===== config.mk =====
export PLATFORM = sky130hd
export DESIGN_NAME = uart_tx_8n1_flat
export DESIGN_NICKNAME = d
export VERILOG_FILES = /design/src/rtl/uart_pkg.sv /design/src/rtl/uart_tx_8n1_if.sv /design/src/rtl/uart_tx_fifo.sv /design/src/rtl/uart_tx_8n1.sv /design/src/flat_wrapper.sv
export SDC_FILE = /design/constraint.sdc
export NUM_CORES = 1
export LEC_CHECK = 0
export ABC_AREA = 1
export CORE_MARGIN = 10
export CORE_UTILIZATION = 66
export CTS_CLUSTER_DIAMETER = 120
export DETAILED_ROUTE_END_ITERATION = 12
export PLACE_DENSITY = 0.91
export SYNTH_ARGS = -nofsm -noshare
export SYNTH_HDL_FRONTEND = slang
export SYNTH_HIERARCHICAL = 1
export SYNTH_SLANG_ARGS = --single-unit

===== constraint.sdc =====
create_clock -name CLK100MHZ -period 4.85 [get_ports CLK100MHZ]
set_clock_uncertainty 0.2 [all_clocks]
set_input_delay 0.97 -clock CLK100MHZ [delete_from_list [all_inputs] [get_ports CLK100MHZ]]
set_output_delay 0.97 -clock CLK100MHZ [all_outputs]
set_load 0.01 [all_outputs]

===== src/rtl/uart_pkg.sv =====
// Shared UART definitions: transmit FSM encodings, parity codes and
// the baud divisor / parity helper functions.
package uart_pkg;

  typedef enum logic [2:0] {
    ST_IDLE,
    ST_START,
    ST_DATA,
    ST_PARITY,
    ST_STOP
  } state_t;

  localparam int PARITY_NONE = 0;
  localparam int PARITY_ODD  = 1;
  localparam int PARITY_EVEN = 2;

  // Round to the nearest whole number of clocks per bit.
  function automatic int clks_per_bit(input int clk_hz, input int baud);
    return (clk_hz + baud / 2) / baud;
  endfunction

  function automatic logic parity_bit(input logic [7:0] data, input int mode);
    return (mode == PARITY_ODD) ? ~(^data) : ^data;
  endfunction

endpackage


===== src/rtl/uart_tx_8n1_if.sv =====
// Byte handshake between on-chip producer (master) and the UART transmitter (slave).
// A byte transfers on every rising edge where tx_valid && tx_ready are both high;
// tx_ready depends only on registered state, never on tx_valid.
interface uart_tx_8n1_if;
  logic [7:0] tx_data;
  logic       tx_valid;
  logic       tx_ready;

  modport master (output tx_data, output tx_valid, input tx_ready);
  modport slave  (input tx_data, input tx_valid, output tx_ready);
endinterface


===== src/rtl/uart_tx_fifo.sv =====
// Single-clock byte FIFO with registered occupancy count; full/empty/level
// all come straight from the count flop.
module uart_tx_fifo #(
  parameter int DEPTH = 16,
  parameter int WIDTH = 8
) (
  input  logic                   clk,
  input  logic                   rstn,
  input  logic                   wr_en,
  input  logic [WIDTH-1:0]       wr_data,
  input  logic                   rd_en,
  output logic [WIDTH-1:0]       rd_data,
  output logic                   full,
  output logic                   empty,
  output logic [$clog2(DEPTH):0] level
);
  localparam int AW = $clog2(DEPTH);
  localparam logic [AW:0] FULL_LVL = (AW + 1)'(DEPTH);

  if (DEPTH < 2 || (DEPTH & (DEPTH - 1)) != 0) begin : g_depth_chk
    $error("uart_tx_fifo: DEPTH must be a power of 2 and >= 2");
  end

  logic [WIDTH-1:0] mem_q [DEPTH];
  logic [AW-1:0]    wr_ptr_q, wr_ptr_d;
  logic [AW-1:0]    rd_ptr_q, rd_ptr_d;
  logic [AW:0]      count_q, count_d;
  logic             push, pop;

  // A full FIFO refuses writes even when a read frees a slot that same cycle.
  assign push    = wr_en & ~full;
  assign pop     = rd_en & ~empty;
  assign full    = (count_q == FULL_LVL);
  assign empty   = (count_q == '0);
  assign level   = count_q;
  assign rd_data = mem_q[rd_ptr_q];

  always_comb begin
    wr_ptr_d = wr_ptr_q;
    rd_ptr_d = rd_ptr_q;
    count_d  = count_q;
    if (push) wr_ptr_d = wr_ptr_q + 1'b1;
    if (pop)  rd_ptr_d = rd_ptr_q + 1'b1;
    case ({push, pop})
      2'b10:   count_d = count_q + 1'b1;
      2'b01:   count_d = count_q - 1'b1;
      default: count_d = count_q;
    endcase
  end

  always_ff @(posedge clk or negedge rstn) begin
    if (!rstn) begin
      wr_ptr_q <= '0;
      rd_ptr_q <= '0;
      count_q  <= '0;
    end else begin
      wr_ptr_q <= wr_ptr_d;
      rd_ptr_q <= rd_ptr_d;
      count_q  <= count_d;
    end
  end

  always_ff @(posedge clk) begin
    if (push) mem_q[wr_ptr_q] <= wr_data;
  end

endmodule


===== src/rtl/uart_tx_8n1.sv =====
// UART transmitter: FIFO-buffered bytes serialised as start, 8 data (LSB first),
// optional parity and 1-2 stop bits on a registered, idle-high txd.
module uart_tx_8n1
  import uart_pkg::*;
#(
  parameter int CLK_HZ     = 100_000_000,
  parameter int BAUD       = 115200,
  parameter int FIFO_DEPTH = 16,
  parameter int PARITY     = 0,
  parameter int STOP_BITS  = 1
) (
  input  logic                        CLK100MHZ,
  input  logic                        rstn,
  uart_tx_8n1_if.slave                tx_if,
  output logic                        txd,
  output logic                        tx_busy,
  output logic                        tx_done,
  output logic [$clog2(FIFO_DEPTH):0] fifo_level,
  output state_t                      dbg_state
);
  localparam int CPB = clks_per_bit(CLK_HZ, BAUD);
  localparam int BW  = $clog2(CPB);
  localparam logic [BW-1:0] BAUD_LAST = BW'(CPB - 1);
  localparam logic          STOP_LAST = (STOP_BITS == 2);

  if (CPB < 2) begin : g_cpb_chk
    $error("uart_tx_8n1: CLKS_PER_BIT must be >= 2");
  end
  if (STOP_BITS != 1 && STOP_BITS != 2) begin : g_stop_chk
    $error("uart_tx_8n1: STOP_BITS must be 1 or 2");
  end
  if (PARITY < 0 || PARITY > 2) begin : g_par_chk
    $error("uart_tx_8n1: PARITY must be 0, 1 or 2");
  end

  state_t        state_q, state_d;
  logic [BW-1:0] baud_q, baud_d;
  logic [2:0]    bit_q, bit_d;
  logic          stop_q, stop_d;
  logic [7:0]    shift_q, shift_d;
  logic          par_q, par_d;
  logic          txd_q, txd_d;
  logic          done_q, done_d;
  logic          pop, bit_end;
  logic          fifo_full, fifo_empty;
  logic [7:0]    fifo_rd_data;

  uart_tx_fifo #(.DEPTH(FIFO_DEPTH), .WIDTH(8)) u_fifo (
    .clk     (CLK100MHZ),
    .rstn    (rstn),
    .wr_en   (tx_if.tx_valid),
    .wr_data (tx_if.tx_data),
    .rd_en   (pop),
    .rd_data (fifo_rd_data),
    .full    (fifo_full),
    .empty   (fifo_empty),
    .level   (fifo_level)
  );

  assign bit_end        = (baud_q == BAUD_LAST);
  assign tx_if.tx_ready = ~fifo_full;
  assign tx_busy        = (state_q != ST_IDLE) | ~fifo_empty;
  assign txd            = txd_q;
  assign tx_done        = done_q;
  assign dbg_state      = state_q;

  always_comb begin
    state_d = state_q;
    baud_d  = bit_end ? '0 : baud_q + 1'b1;
    bit_d   = bit_q;
    stop_d  = stop_q;
    shift_d = shift_q;
    par_d   = par_q;
    pop     = 1'b0;
    done_d  = 1'b0;
    unique case (state_q)
      ST_IDLE: begin
        baud_d = '0;
        if (!fifo_empty) begin
          pop     = 1'b1;
          shift_d = fifo_rd_data;
          par_d   = parity_bit(fifo_rd_data, PARITY);
          state_d = ST_START;
        end
      end
      ST_START: begin
        if (bit_end) begin
          bit_d   = '0;
          state_d = ST_DATA;
        end
      end
      ST_DATA: begin
        if (bit_end) begin
          shift_d = shift_q >> 1;
          bit_d   = bit_q + 3'd1;
          if (bit_q == 3'd7) begin
            stop_d  = 1'b0;
            state_d = (PARITY != PARITY_NONE) ? ST_PARITY : ST_STOP;
          end
        end
      end
      ST_PARITY: begin
        if (bit_end) begin
          stop_d  = 1'b0;
          state_d = ST_STOP;
        end
      end
      ST_STOP: begin
        if (bit_end) begin
          if (stop_q == STOP_LAST) begin
            done_d  = 1'b1;
            state_d = ST_IDLE;
          end else begin
            stop_d = 1'b1;
          end
        end
      end
      default: state_d = ST_IDLE;
    endcase
  end

  // txd and tx_done are registered from the current state, so the line
  // lags the FSM by one clock and the done pulse lines up with the last stop cycle.
  always_comb begin
    txd_d = 1'b1;
    unique case (state_q)
      ST_START:  txd_d = 1'b0;
      ST_DATA:   txd_d = shift_q[0];
      ST_PARITY: txd_d = par_q;
      default:   txd_d = 1'b1;
    endcase
  end

  always_ff @(posedge CLK100MHZ or negedge rstn) begin
    if (!rstn) begin
      state_q <= ST_IDLE;
      baud_q  <= '0;
      bit_q   <= '0;
      stop_q  <= 1'b0;
      shift_q <= '0;
      par_q   <= 1'b0;
      txd_q   <= 1'b1;
      done_q  <= 1'b0;
    end else begin
      state_q <= state_d;
      baud_q  <= baud_d;
      bit_q   <= bit_d;
      stop_q  <= stop_d;
      shift_q <= shift_d;
      par_q   <= par_d;
      txd_q   <= txd_d;
      done_q  <= done_d;
    end
  end

endmodule


===== src/flat_wrapper.sv =====
// flat-port wrapper written by rule: the top's interface ports become plain ports
module uart_tx_8n1_flat import uart_pkg::*;
#(
  parameter int CLK_HZ     = 100_000_000,
  parameter int BAUD       = 115200,
  parameter int FIFO_DEPTH = 16,
  parameter int PARITY     = 0,
  parameter int STOP_BITS  = 1
)
  (CLK100MHZ, rstn, txd, tx_busy, tx_done, fifo_level, dbg_state, tx_if_tx_data, tx_if_tx_valid, tx_if_tx_ready);
  uart_tx_8n1_if tx_if_i ();
  input  logic CLK100MHZ;
  input  logic rstn;
  output logic txd;
  output logic tx_busy;
  output logic tx_done;
  output logic [$clog2(FIFO_DEPTH):0] fifo_level;
  output state_t dbg_state;
  input wire logic [$bits(tx_if_i.tx_data)-1:0] tx_if_tx_data;
  input wire logic [$bits(tx_if_i.tx_valid)-1:0] tx_if_tx_valid;
  output wire logic [$bits(tx_if_i.tx_ready)-1:0] tx_if_tx_ready;
  assign tx_if_i.tx_data = tx_if_tx_data;
  assign tx_if_i.tx_valid = tx_if_tx_valid;
  assign tx_if_tx_ready = tx_if_i.tx_ready;
  uart_tx_8n1 #(.CLK_HZ(CLK_HZ), .BAUD(BAUD), .FIFO_DEPTH(FIFO_DEPTH), .PARITY(PARITY), .STOP_BITS(STOP_BITS)) u_core (.CLK100MHZ(CLK100MHZ), .rstn(rstn), .tx_if(tx_if_i), .txd(txd), .tx_busy(tx_busy), .tx_done(tx_done), .fifo_level(fifo_level), .dbg_state(dbg_state));
endmodule

==> flow_summary_export.csv, run 1 <==
group,metric,value,unit
clock_network,cts_resized,0,
worst_setup_path,worstPathCellList,"nor2_1, nand4_1, inv_1, nand2_1, clkdlybuf4s50_1",
logic_synthesis,synth_flop_cell,"edfxtp_1",
run_status,status,"finished, final reports clean",
pwr,p_clk_share,37.5,%
layout,drive_gt1_share,7.208,%
logic_synthesis,synth.avg_cell_area,9.312,um^2
sta,fin_ws,1.728,ns
sta,fin_crit_sh,64.37,%
pwr,p_switching,0.9766,mW
logic_synthesis,syn_inst,843,
route,via_count,5791,
worst_setup_path,reg2reg_to,"u_core/par_q",
sta,final_hold_viol_count,0,
clock_network,insertion_delay,0.43,ns
clock_network,root_buffer,"clkbuf_16",
placed_design,gp_congestion,0.8946,
hold_path,hp-class,"flip-flop to flip-flop",
pwr,internal_power,2.566,mW
worst_setup_path,reg2reg_setup_slack,1.84,ns
floorplan,die_area,0.01666,mm^2
sta,finalCriticalPeriod,3.122,ns
grt,track_usage,21.65,%
route,drc,0,
route,drtIter0Drc,763,
floorplan,die-height,129.1,um
sta,worstMarginPinSlew,0.8782,ns
worst_setup_path,critPathLaunchType,"flip-flop",
layout,fillCellCount,738,
placed_design,dp_hpwl,10520,um
clock_network,cts-buffers-inserted,17,
hold_path,min_from,"u_core/bit_q[1]",
sta,fmax,320.3,MHz
sta,grt_setup_unrepaired,"no",
floorplan,row_count,39,
clock_network,h-tree-depth,4,
clock_network,clockBufferDepth,2,
pwr,ir_drop,0.0003424,V
route,antenna_left,0,
route,routed_wl,17260,um
pwr,seqPwrFrac,49.6,%
route,routedWlPerCell,16.97,um
logic_synthesis,ys_seq_area_share,61.73,%
layout,final_cell_mix,"324 x nand2_1, 128 x edfxtp_1, 91 x inv_1",
sta,finalMaxSlewViolations,0,
placed_design,io_buffer_count,22,
logic_synthesis,syn_area,0.007850,mm^2
logic_synthesis,yosys_register_bits,168,
layout,n_antenna_cell,0,
grt,grt_pass1_wl,27490,um
pwr,cellPowerDensity,407.1,mW/mm^2
worst_setup_path,cp_data_arrival_time,1.95,ns
route,drtPass1Iterations,6,
hold_path,hold_depth,2,
floorplan,start_util,68.17,%
worst_setup_path,end_kind,"primary output",
clock_network,cts_setup_buffers,0,
grt,grt-ovfl-total,0,
worst_setup_path,critPathSlowestCell,"clkdlybuf4s50_1",
route,vias_per_cell,5.694,
floorplan,io_pins,23,
layout,area_growth_syn_to_layout,10.84,%
worst_setup_path,r2r-start,"u_core/u_fifo/rd_ptr_q[1]",
logic_synthesis,syn-num-nets,867,
sta,tns,0,ns
logic_synthesis,ys_warn_count,6,
grt,grt_max_degree,51,
floorplan,die_x,129.1,um
worst_setup_path,path_buf_inv,2,
pwr,switching_share,27.57,%
grt,grt_pass1_vias,5648,
floorplan,core,0.01152,mm^2
clock_network,postCtsHoldBufs,0,
flow_run,maxCapViolations,0,
clock_network,numClockSinks,168,
worst_setup_path,max_stage_delay,0.49,ns
worst_setup_path,worstSetupPathType,"flip-flop to primary output",
logic_synthesis,synth_cell_type_count,31,
placed_design,dp_slack,1.748,ns
sta,max_slew_margin,41.46,%
logic_synthesis,synth_edf_count,128,
hold_path,min_to,"u_core/bit_q[1]",
worst_setup_path,critical-path-top-delay-family,"buffers and inverters",
layout,finalNetCount,885,
worst_setup_path,crit_fanout,5,
clock_network,path_clk_slew,0.07,ns
clock_network,cts_tree,"done",
worst_setup_path,cp.required,3.68,ns
pwr,leakage,3.900,nW
worst_setup_path,ff2ff_path_depth,13,
pwr,combPwrFrac,12.9,%
sta,setup-violations-final,0,
layout,final_common_cell,"nand2_1",
grt,antenna_found_initial,0,
logic_synthesis,ys_async_sr_fraction,23.81,%
cells in the mapped netlist, types with 2 or more instances:
master,number,area [um^2]
buf_2,14,70.07
buf_4,4,30.03
buf_6,2,22.52
clkbuf_1,3,11.26
dfrtp_1,39,975.9
edfxtp_1,128,3844
ha_1,12,150.1
inv_1,91,341.6
inv_2,7,26.28
nand2_1,324,1216
nand2_2,6,37.54
nand3_1,71,355.3
nand3_2,2,20.02
nand4_1,5,31.28
nor2_1,84,315.3
nor2_2,4,25.02
nor2_4,3,33.78
nor3_1,5,25.02
o21ai_0,15,75.07
o21ai_2,2,17.52
xnor2_1,4,35.03
xor2_1,9,78.83
registers in the layout (all words and copies together) (netlist names):
register                cells
u_core/baud_q              10
u_core/u_fifo/level         5
u_core/txd                  1
u_core/u_fifo/rd_ptr_q      4
u_core/u_fifo/mem_q       128
u_core/shift_q              8
u_core/par_q                1
u_core/dbg_state            3
u_core/tx_done              1
u_core/u_fifo/wr_ptr_q      4
u_core/bit_q                3
worst max-delay path by stage:
stage,start,to,slack [ns],cells past startpoint
6_report,u_core/u_fifo/level[1],tx_busy,1.73,5
5_1_grt,u_core/u_fifo/level[1],tx_busy,1.61,5
4_1_cts,u_core/u_fifo/level[1],tx_busy,1.72,5
3_5_place_dp,tx_if_tx_valid,u_core/u_fifo/mem_q[10][6],1.75,5
3_3_place_gp,tx_if_tx_valid,u_core/u_fifo/mem_q[10][5],1.81,5
2_1_floorplan,u_core/u_fifo/level[1],u_core/u_fifo/level[4],2.41,13
routing by layer:
layer	vias to the layer above	GRT usage, %	wire [um]
li1	2722	-	-
met1	2676	25.25	6515
met2	333	36.62	8579
met3	60	5.832	1604
met4	0	10.43	557
met5	-	0	0
worst register-to-register path, cell delays in order (launching register included):
cell	delay (ns)
dfrtp_1	0.91
inv_1	0.54
nand3_1	0.27
nand3_1	0.17
nand2_1	0.15
nand2_1	0.11
inv_1	0.12
nand2_1	0.06
nand2_1	0.09
nand2_1	0.06
nand2_1	0.05
nand2_1	0.05
nand3_1	0.07
nand2_1	0.05
stage by stage:
step / cells / hold slack (ns) / area, um^2 / utilization, % / total power, mW
3_5_place_dp: 985 / 0.2788 / 8115 / 70.47 / 2.226
2_1_floorplan: 843 / 0.2498 / 7850 / - / 2.043
4_1_cts: 1017 / 0.2932 / 8701 / 75.55 / 3.544
3_3_place_gp: 985 / 0.2691 / 8115 / 70.47 / 2.204
5_1_grt: 1017 / 0.3188 / 8701 / 75.55 / 3.674
6_report: 1017 / 0.2910 / 8701 / 75.55 / 3.542
power by group through the flow:
stage	registers [mW]	logic, mW	clock network (mW)
after global placement	1.78	0.427	0
after global routing	1.77	0.508	1.40
after CTS	1.75	0.452	1.34
after detailed placement	1.78	0.444	0
final	1.76	0.458	1.33
after floorplan	1.77	0.271	0
logic make-up (layout without fill, tap and decap cells):
group	count (synthesis)	in the layout	synth area share [%]
simple gates	508	508	26.89
flops	168	168	61.73
fa+ha+maj	13	13	2.168
compound gates	19	19	1.323
xor+xnor	13	13	1.450
buf+inv	122	153	6.439
final cells by class:
class / count / area [um^2] / area share, %
Sequential cell: 168 / 4847 / 55.71
Multi-Input combinational cell: 553 / 2499 / 28.72
Clock buffer: 17 / 425.4 / 4.889
Inverter: 98 / 367.9 / 4.228
Timing Repair Buffer: 23 / 222.7 / 2.560
Tap cell: 143 / 178.9 / 2.056
Clock inverter: 15 / 160.2 / 1.841
No activity file was read; power rests on OpenSTA's default activity.
==> run 2, diff against run 1 <==
Settings changed: CORE_UTILIZATION 66 to 56, PLACE_DENSITY 0.91 to 0.82.
Clock period 4.85 ns to 2.56 ns, I/O delays scaled along.
==> flow_summary_export.csv, run 2 (same netlist as run 1, synthesis figures left out) <==
group,metric,value,unit
run_status,status,"finished, final reports clean",
grt,grt_max_degree,42,
layout,stdcell_count,1099,
route,drc,0,
pwr,p_switching,1.799,mW
layout,area_growth_syn_to_layout,16.05,%
route,vias_per_cell,5.225,
flow_run,maxCapViolations,0,
worst_setup_path,reg2reg_setup_slack,0.12,ns
clock_network,root_buffer,"clkbuf_16",
route,drtIter0Drc,605,
layout,finalNetCount,930,
clock_network,clockBufferDepth,2,
layout,top_register,"u_core/u_fifo/mem_q",
grt,antenna_found_initial,0,
placed_design,io_buffer_count,22,
worst_setup_path,ff2ff_path_depth,16,
pwr,ir_drop,0.0007974,V
worst_setup_path,path_buf_inv,4,
placed_design,gp_congestion,0.8760,
placed_design,dp_slack,0.05584,ns
worst_setup_path,worstPathCellList,"buf_4, nand4_1, inv_1, inv_1, clkdlybuf4s50_1",
pwr,switching_share,26.71,%
floorplan,core,0.01383,mm^2
pwr,cellPowerDensity,739.2,mW/mm^2
placed_design,dp.cells,1063,
sta,worstMarginPinSlew,0.7291,ns
worst_setup_path,end_kind,"primary output",
route,via_count,5742,
worst_setup_path,crit_fanout,4,
sta,finalMaxSlewViolations,0,
sta,fmax,407.7,MHz
grt,track_usage,17.91,%
hold_path,min_to,"u_core/bit_q[1]",
clock_network,cts-buffers-inserted,17,
worst_setup_path,critPathSlowestCell,"clkdlybuf4s50_1",
layout,fillCellCount,1046,
route,drtPass1Iterations,5,
layout,n_antenna_cell,0,
worst_setup_path,critical-path-top-delay-family,"buffers and inverters",
sta,tns,0,ns
grt,grt_pass1_wl,27740,um
pwr,seqPwrFrac,48.9,%
pwr,internal_power,4.935,mW
grt,grt_pass1_vias,5559,
route,antenna_left,0,
sta,final_hold_viol_count,0,
worst_setup_path,cp_data_arrival_time,1.74,ns
worst_setup_path,cp.required,1.85,ns
worst_setup_path,worstSetupPathType,"flip-flop to primary output",
floorplan,start_util,56.77,%
grt,grt-ovfl-total,0,
hold_path,min_from,"u_core/bit_q[1]",
placed_design,dp_hpwl,11340,um
worst_setup_path,critPathLaunchType,"flip-flop",
floorplan,row_count,43,
floorplan,die_x,138.4,um
hold_path,hold_depth,2,
sta,finalCriticalPeriod,2.453,ns
route,routed_wl,17230,um
worst_setup_path,reg2reg_to,"u_core/u_fifo/level[4]",
worst_setup_path,crit_top_cell,"inv_1",
layout,largest_reg_flops,128,
layout,final_cell_mix,"324 x nand2_1, 128 x edfxtp_1, 90 x inv_1",
pwr,p_clk_share,36.7,%
clock_network,path_clk_slew,0.07,ns
clock_network,insertion_delay,0.42,ns
floorplan,die-height,138.4,um
layout,drive_gt1_share,11.75,%
sta,setup-violations-final,0,
pwr,combPwrFrac,14.4,%
pwr,power,6.734,mW
worst_setup_path,r2r-start,"u_core/dbg_state[1]",
floorplan,die_area,0.01915,mm^2
sta,fin_ws,0.1069,ns
worst_setup_path,max_stage_delay,0.52,ns
layout,final_common_cell,"nand2_1",
floorplan,io_pins,23,
clock_network,numClockSinks,168,
hold_path,hp-class,"flip-flop to flip-flop",
clock_network,h-tree-depth,4,
pwr,leakage,4.122,nW
route,routedWlPerCell,15.68,um
sta,fin_crit_sh,95.82,%
clock_network,cts_tree,"done",
layout,reg.largest.list,"u_core/u_fifo/mem_q: 128 flops, u_core/baud_q: 10 flops, u_core/shift_q: 8 flops",
sta,grt_setup_unrepaired,"yes",
sta,max_slew_margin,51.24,%
## run 2: worst reg2reg max path, cell delays in order, from the launching register on
cell,delay [ns]
dfrtp_1,0.41
nor2_4,0.15
nand2_4,0.09
nor2_4,0.13
nand2_1,0.12
inv_2,0.11
ha_4,0.16
inv_1,0.07
fa_1,0.36
inv_1,0.10
nand2_1,0.08
nand2_1,0.08
nand2_1,0.05
nand2_1,0.05
nand2_1,0.05
nand2_1,0.06
nand2_1,0.05
## run 2: timing repair
item	CTS	global route
hold endpoints to repair	18	0
hold buffers	1	0
resized for setup	1	9
endpoints found under the setup margin	1	4
buffers inserted	0	3
pin swaps	0	1
## run 2: routing by layer
metal  GRT usage, %  vias to the layer above  wire (um)
met4          7.325                        0        436
met3          4.144                       31       1266
met1          21.56                     2684       6827
met5              0                        -          0
met2          30.30                      216       8700
li1               -                     2811          -
## run 2: layout make-up
class	count	area [um^2]	share of cell area, %
inverter	98	370.4	4.065
multi-input combinational	553	2521	27.67
tap	180	225.2	2.472
clock inverter	14	143.9	1.579
clock buffer	18	429.2	4.711
timing repair buffer	68	573.1	6.290
sequential	168	4847	53.21
## run 2: worst max-delay path by stage
stage                                 startpoint                endpoint  slack (ns)  cells past startpoint
after global placement            tx_if_tx_valid  u_core/u_fifo/level[4]        0.10                      9
after floorplan           u_core/u_fifo/level[1]  u_core/u_fifo/level[4]        0.12                     13
final                     u_core/u_fifo/level[4]          tx_if_tx_ready        0.11                      5
after global routing         u_core/dbg_state[1]  u_core/u_fifo/level[4]       -0.02                     16
after detailed placement  u_core/u_fifo/level[3]  u_core/u_fifo/level[4]        0.06                     17
after CTS                 u_core/u_fifo/level[3]                 tx_busy       0.006                      5
## run 2: stage by stage
stage	hold slack [ns]	area, um^2	util, %
2_1_floorplan	0.01641	7850	-
3_3_place_gp	0.2702	8469	61.25
3_5_place_dp	0.2793	8469	61.25
4_1_cts	0.2996	9055	65.49
5_1_grt	0.3146	9110	65.89
6_report	0.2920	9110	65.89
## run 2: power by group through the flow
stage / Combinational, mW / Sequential (mW) / Clock, mW
after CTS: 0.956 / 3.29 / 2.51
final: 0.972 / 3.29 / 2.47
after floorplan: 0.514 / 3.36 / 0
after global routing: 1.08 / 3.31 / 2.63
after detailed placement: 0.943 / 3.35 / 0
after global placement: 0.910 / 3.33 / 0
==> run 3, diff against run 2 <==
Settings changed: ABC_CLOCK_PERIOD_IN_PS from default to 2560.
==> results of run 3 <==
Final layout, timing and power as in run 2 (identical DEF).
